**src/rtl/div_sign_sequencer.sv**
```systemverilog
// Signed/unsigned front-end and sequencer for the unsigned restoring divider:
// converts operands to magnitudes, starts the divider, restores signs, handles /0 and timeout.
module div_sign_sequencer #(
    parameter int WIDTH   = 16,
    parameter int TIMEOUT = 64
) (
    input  logic             clk,
    input  logic             rst,
    input  logic             in_valid,
    output logic             in_ready,
    input  logic [WIDTH-1:0] in_dividend,
    input  logic [WIDTH-1:0] in_divisor,
    input  logic             in_signed,
    output logic             div_valid_src,
    output logic [WIDTH-1:0] div_dividend,
    output logic [WIDTH-1:0] div_divisor,
    input  logic             div_valid_des,
    input  logic [WIDTH-1:0] div_quotient,
    input  logic [WIDTH-1:0] div_remainder,
    output logic             out_valid,
    input  logic             out_ready,
    output logic [WIDTH-1:0] out_quotient,
    output logic [WIDTH-1:0] out_remainder,
    output logic             out_div_by_zero,
    output logic             out_error
);

    localparam int             CNT_W   = $clog2(TIMEOUT + 1);
    localparam logic [CNT_W-1:0] TO_LAST = CNT_W'(TIMEOUT - 1);

    typedef enum logic [1:0] {IDLE, ISSUE, WAIT, DONE} state_t;

    state_t           state;
    logic             sq;
    logic             sr;
    logic [CNT_W-1:0] wd_cnt;
    logic             neg_dd;
    logic             neg_ds;

    // Two's-complement negate; 0x8000 maps onto itself, which is the correct unsigned magnitude.
    function automatic logic [WIDTH-1:0] neg_if(input logic [WIDTH-1:0] v, input logic n);
        return n ? -v : v;
    endfunction

    assign neg_dd = in_signed & in_dividend[WIDTH-1];
    assign neg_ds = in_signed & in_divisor[WIDTH-1];

    always_ff @(posedge clk or negedge rst) begin
        if (!rst) begin
            state           <= IDLE;
            in_ready        <= 1'b0;
            div_valid_src   <= 1'b0;
            div_dividend    <= '0;
            div_divisor     <= '0;
            out_valid       <= 1'b0;
            out_quotient    <= '0;
            out_remainder   <= '0;
            out_div_by_zero <= 1'b0;
            out_error       <= 1'b0;
            sq              <= 1'b0;
            sr              <= 1'b0;
            wd_cnt          <= '0;
        end else begin
            case (state)
                IDLE: begin
                    in_ready <= 1'b1;
                    if (in_valid && in_ready) begin
                        in_ready <= 1'b0;
                        sq       <= neg_dd ^ neg_ds;
                        sr       <= neg_dd;
                        if (in_divisor == '0) begin
                            out_valid       <= 1'b1;
                            out_quotient    <= '1;
                            out_remainder   <= in_dividend;
                            out_div_by_zero <= 1'b1;
                            out_error       <= 1'b0;
                            state           <= DONE;
                        end else begin
                            div_dividend  <= neg_if(in_dividend, neg_dd);
                            div_divisor   <= neg_if(in_divisor, neg_ds);
                            div_valid_src <= 1'b1;
                            state         <= ISSUE;
                        end
                    end
                end
                ISSUE: begin
                    div_valid_src <= 1'b0;
                    wd_cnt        <= '0;
                    state         <= WAIT;
                end
                WAIT: begin
                    // A done pulse on the timeout cycle still delivers a real result.
                    if (div_valid_des) begin
                        out_quotient  <= neg_if(div_quotient, sq);
                        out_remainder <= neg_if(div_remainder, sr);
                        out_valid     <= 1'b1;
                        state         <= DONE;
                    end else if (wd_cnt == TO_LAST) begin
                        out_quotient  <= '0;
                        out_remainder <= '0;
                        out_error     <= 1'b1;
                        out_valid     <= 1'b1;
                        state         <= DONE;
                    end else begin
                        wd_cnt <= wd_cnt + CNT_W'(1);
                    end
                end
                DONE: begin
                    if (out_ready) begin
                        out_valid       <= 1'b0;
                        out_div_by_zero <= 1'b0;
                        out_error       <= 1'b0;
                        sq              <= 1'b0;
                        sr              <= 1'b0;
                        wd_cnt          <= '0;
                        in_ready        <= 1'b1;
                        state           <= IDLE;
                    end
                end
                default: state <= IDLE;
            endcase
        end
    end

endmodule
```
**config.mk**
```make
export PLATFORM = sky130hd
export DESIGN_NAME = div_sign_sequencer
export DESIGN_NICKNAME = d
export VERILOG_FILES = /design/src/rtl/div_sign_sequencer.sv
export SDC_FILE = /design/constraint.sdc
export NUM_CORES = 1
export LEC_CHECK = 0
export CORE_MARGIN = 4
export CORE_UTILIZATION = 44
export DETAILED_ROUTE_END_ITERATION = 6
export HOLD_SLACK_MARGIN = 0.02
export MAX_ROUTING_LAYER = met4
export PLACE_DENSITY_LB_ADDON = 0.05
export SYNTH_ARGS = -nofsm -noshare
export SYNTH_HDL_FRONTEND = slang
export SYNTH_SLANG_ARGS = --single-unit
```
**constraint.sdc**
```tcl
create_clock -name clk -period 2 [get_ports clk]
set_input_delay 0.4 -clock clk [delete_from_list [all_inputs] [get_ports clk]]
set_output_delay 0.4 -clock clk [all_outputs]
set_load 0.01 [all_outputs]
```
==> flow_summary.ini <==
[status]
outcome = finished, violations left
failed_checks = setup timing

[pwr]
ir_drop_mv = 0.552
clockPowerShare = 0.131
seqPwrFrac = 0.308
swShare = 0.368
finalPower_mw = 8.91
leakage_nw = 3.31
internal-power_mw = 5.64
p_sw_mw = 3.28
powerDensity_nw_per_um2 = 1150
pwr-share-comb = 0.562

[floorplanning]
die_x_um = 113
die_height_um = 113
io_pins = 139
rows = 38
die_area_um2 = 12800
start_util = 0.448
core-area_um2 = 10800

[routing]
drc_errors = 0
drtAntennaViolNets = 0
drtIter0Drc = 226
drt-pass1-iter-count = 4
vias_per_cell = 5.42
vias = 4926
routed_wl_mm = 15.3
wl_per_cell_um = 16.8

[grt]
grt_pass1_vias = 5032
grt_use_total = 0.246
grt_max_degree = 44
overflow = 0
grt_pass1_wl_mm = 24.6
antenna_found_initial = 0

[logic_synthesis]
synth_top_area_frac = 0.412
synth_seq_area_share = 0.412
synth-main-ff-cell = dfrtp_1
ys_ff_latch = 80
syn_inst = 516
yosysWarnings = 0
synth_nets = 595
syn_area_per_cell_um2 = 9.41
yosysMostFrequentCell = dfrtp_1
synth_common_cells = dfrtp_1 (80), nand2_1 (62), o21ai_0 (48)
synth_area_leader_cell = dfrtp_1
synth_edf_count = 0
async_flop_share = 1.00
synth_area_leaders = dfrtp_1 (41%), xnor2_1 (6.0%), o21ai_0 (4.9%), nand2_1 (4.8%), xor2_1 (4.0%)
syn_area_um2 = 4860
yosysUniqueCellTypes = 60

[placed_design]
gp_congestion = 0.901
dp_hpwl_mm = 11.3
place_area_um2 = 7180
io_buffers = 138
dpl.cell_count = 870

[layout]
finish.utilization = 0.716
diodes = 0
area_delta_synth_final_pct = 59.9
finalNetCount = 843
stdcell_area_um2 = 7770
stdcell_count = 909
fillers = 834
drive_above_1_share = 0.280

[timing]
period_share = 1.00
timing.final.ws_setup_ns = -0.00985
tightest_slew_ns = 0.793
max_slew_margin = 0.471
setup_viol = 4
finClkSkew_ns = 0.00815
hold_viol_final = 0
hold-worst-slack_ns = 0.388
fin_crit_ns = 2.01
slew_viol_final = 0
rsz0062_at_grt = true
fmax_mhz = 498

[setup_path]
crit_chain = clkdlybuf4s50_1 -> or3_4 -> nor2_4 -> a21oi_4 -> a211oi_4 -> buf_6 -> buf_12 -> mux2_1
cp-start-kind = primary input
cp-end-kind = flip-flop
crit_fanout = 6
critical_path_class = primary input to flip-flop
rrSetupSlack_ns = 0.02
arrival_ns = 2.26
slowest_delay_ns = 0.44
crit_slowest_cell = clkdlybuf4s50_1
required_ns = 2.25

[clock_tree]
insertion_delay_ns = 0.36
cts_buffer_depth = 2
cts.sinks = 80
ctsRootBufferMaster = clkbuf_8
htreeDepth = 3
cts_tree = built
cts_made_buffers = 9
clk_pin_slew_ns = 0.08

[min_path]
hp-class = primary input to flip-flop

[run]
timing.max_cap.violations = 0
## what timing repair did
action | 4_1_cts | 5_1_grt
gates cloned | 1 | 0
setup buffers | 16 | 6
pin swaps | 19 | 19
hold buffers | 1 | 0
endpoints found under the hold margin | 20 | 0
endpoints found under the setup margin | 36 | 62
gates resized for setup | 58 | 39
## registers in the layout, indices dropped and copies added (netlist names)
register,flops
div_dividend,16
div_divisor,16
div_valid_src,1
in_ready,1
out_div_by_zero,1
out_error,1
out_quotient,16
out_remainder,16
out_valid,1
sq,1
sr,1
state,2
wd_cnt,7
## metrics by stage
stage | setup TNS, ns | setup slack (ns)
after CTS | 0 | 0.000684
final | -0.0317 | -0.00985
after floorplan | -0.642 | -0.0661
after detailed placement | -28.48 | -0.578
after global routing | -0.333 | -0.0615
after global placement | -26.11 | -0.525
## cell usage in the layout (no fill, tap or decap), drive strengths merged, types with 18 or more instances in the layout
master           n
o31ai           18
o21ai           49
nor2            26
xor2            22
buf            129
clkdlybuf4s50  105
dlygate4sd2     21
xnor2           33
dfrtp           80
a21oi           18
nand2           63
inv             23
## path summary, 6_finish.rpt
path	to	cells past startpoint	startpoint
worst max-delay path	out_remainder[8]$_DFFE_PN0P_	8	in_divisor[13]
worst min-delay path	out_quotient[6]$_DFFE_PN0P_	4	div_quotient[6]
worst max register to register	out_remainder[8]$_DFFE_PN0P_	7	wd_cnt[1]$_DFFE_PN0P_
worst min register to register	div_dividend[15]$_DFFE_PN0P_	2	div_dividend[15]$_DFFE_PN0P_
max in group asynchronous	out_quotient[15]$_DFFE_PN0P_	3	rst
min in group asynchronous	div_divisor[10]$_DFFE_PN0P_	2	rst
## area by class of cell
class                           instances  area (um^2)  share of cell area
Clock buffer                           10          128              0.0164
Tap cell                              140          175              0.0226
Inverter                               23         86.3              0.0111
Multi-Input combinational cell        383         2930               0.377
Sequential cell                        80         2000               0.258
Timing Repair Buffer                  267         2390               0.307
Clock inverter                          6         60.1             0.00773
## cell families after synthesis
logic type,after synthesis,share of synthesized area
AOI/OAI and AO/OA,158,0.232
and+or+nand+nor,144,0.148
DFF,80,0.412
xor gates and xnor gates,55,0.0992
buffers and inverters,53,0.0469
muxes,17,0.0384
adders and majority gates,9,0.0232
## critical path: cells and delay by family
family	cells	cell delay [ns]
buffers and inverters	3	0.70
and+or+nand+nor	2	0.53
muxes	1	0.32
AOI/OAI and AO/OA	2	0.29
## per-layer routing
| layer | routed length (um) | vias to the layer above | global-route usage |
|---|---|---|---|
| met3 | 725 | 32 | 0.0401 |
| li1 | - | 2365 | - |
| met2 | 7700 | 130 | 0.399 |
| met5 | 0 | - | - |
| met1 | 6490 | 2399 | 0.309 |
| met4 | 377 | 0 | 0.0978 |
## power by group through the flow
| stage | combinational [mW] | clock [mW] | sequential (mW) |
|---|---|---|---|
| 2_1_floorplan | 2.25 | 0 | 2.90 |
| 3_3_place_gp | 4.62 | 0 | 2.73 |
| 3_5_place_dp | 4.71 | 0 | 2.75 |
| 4_1_cts | 5.03 | 1.20 | 2.73 |
| 5_1_grt | 5.44 | 1.26 | 2.82 |
| 6_report | 5.01 | 1.16 | 2.74 |
No activity file was read; power rests on OpenSTA's default activity.
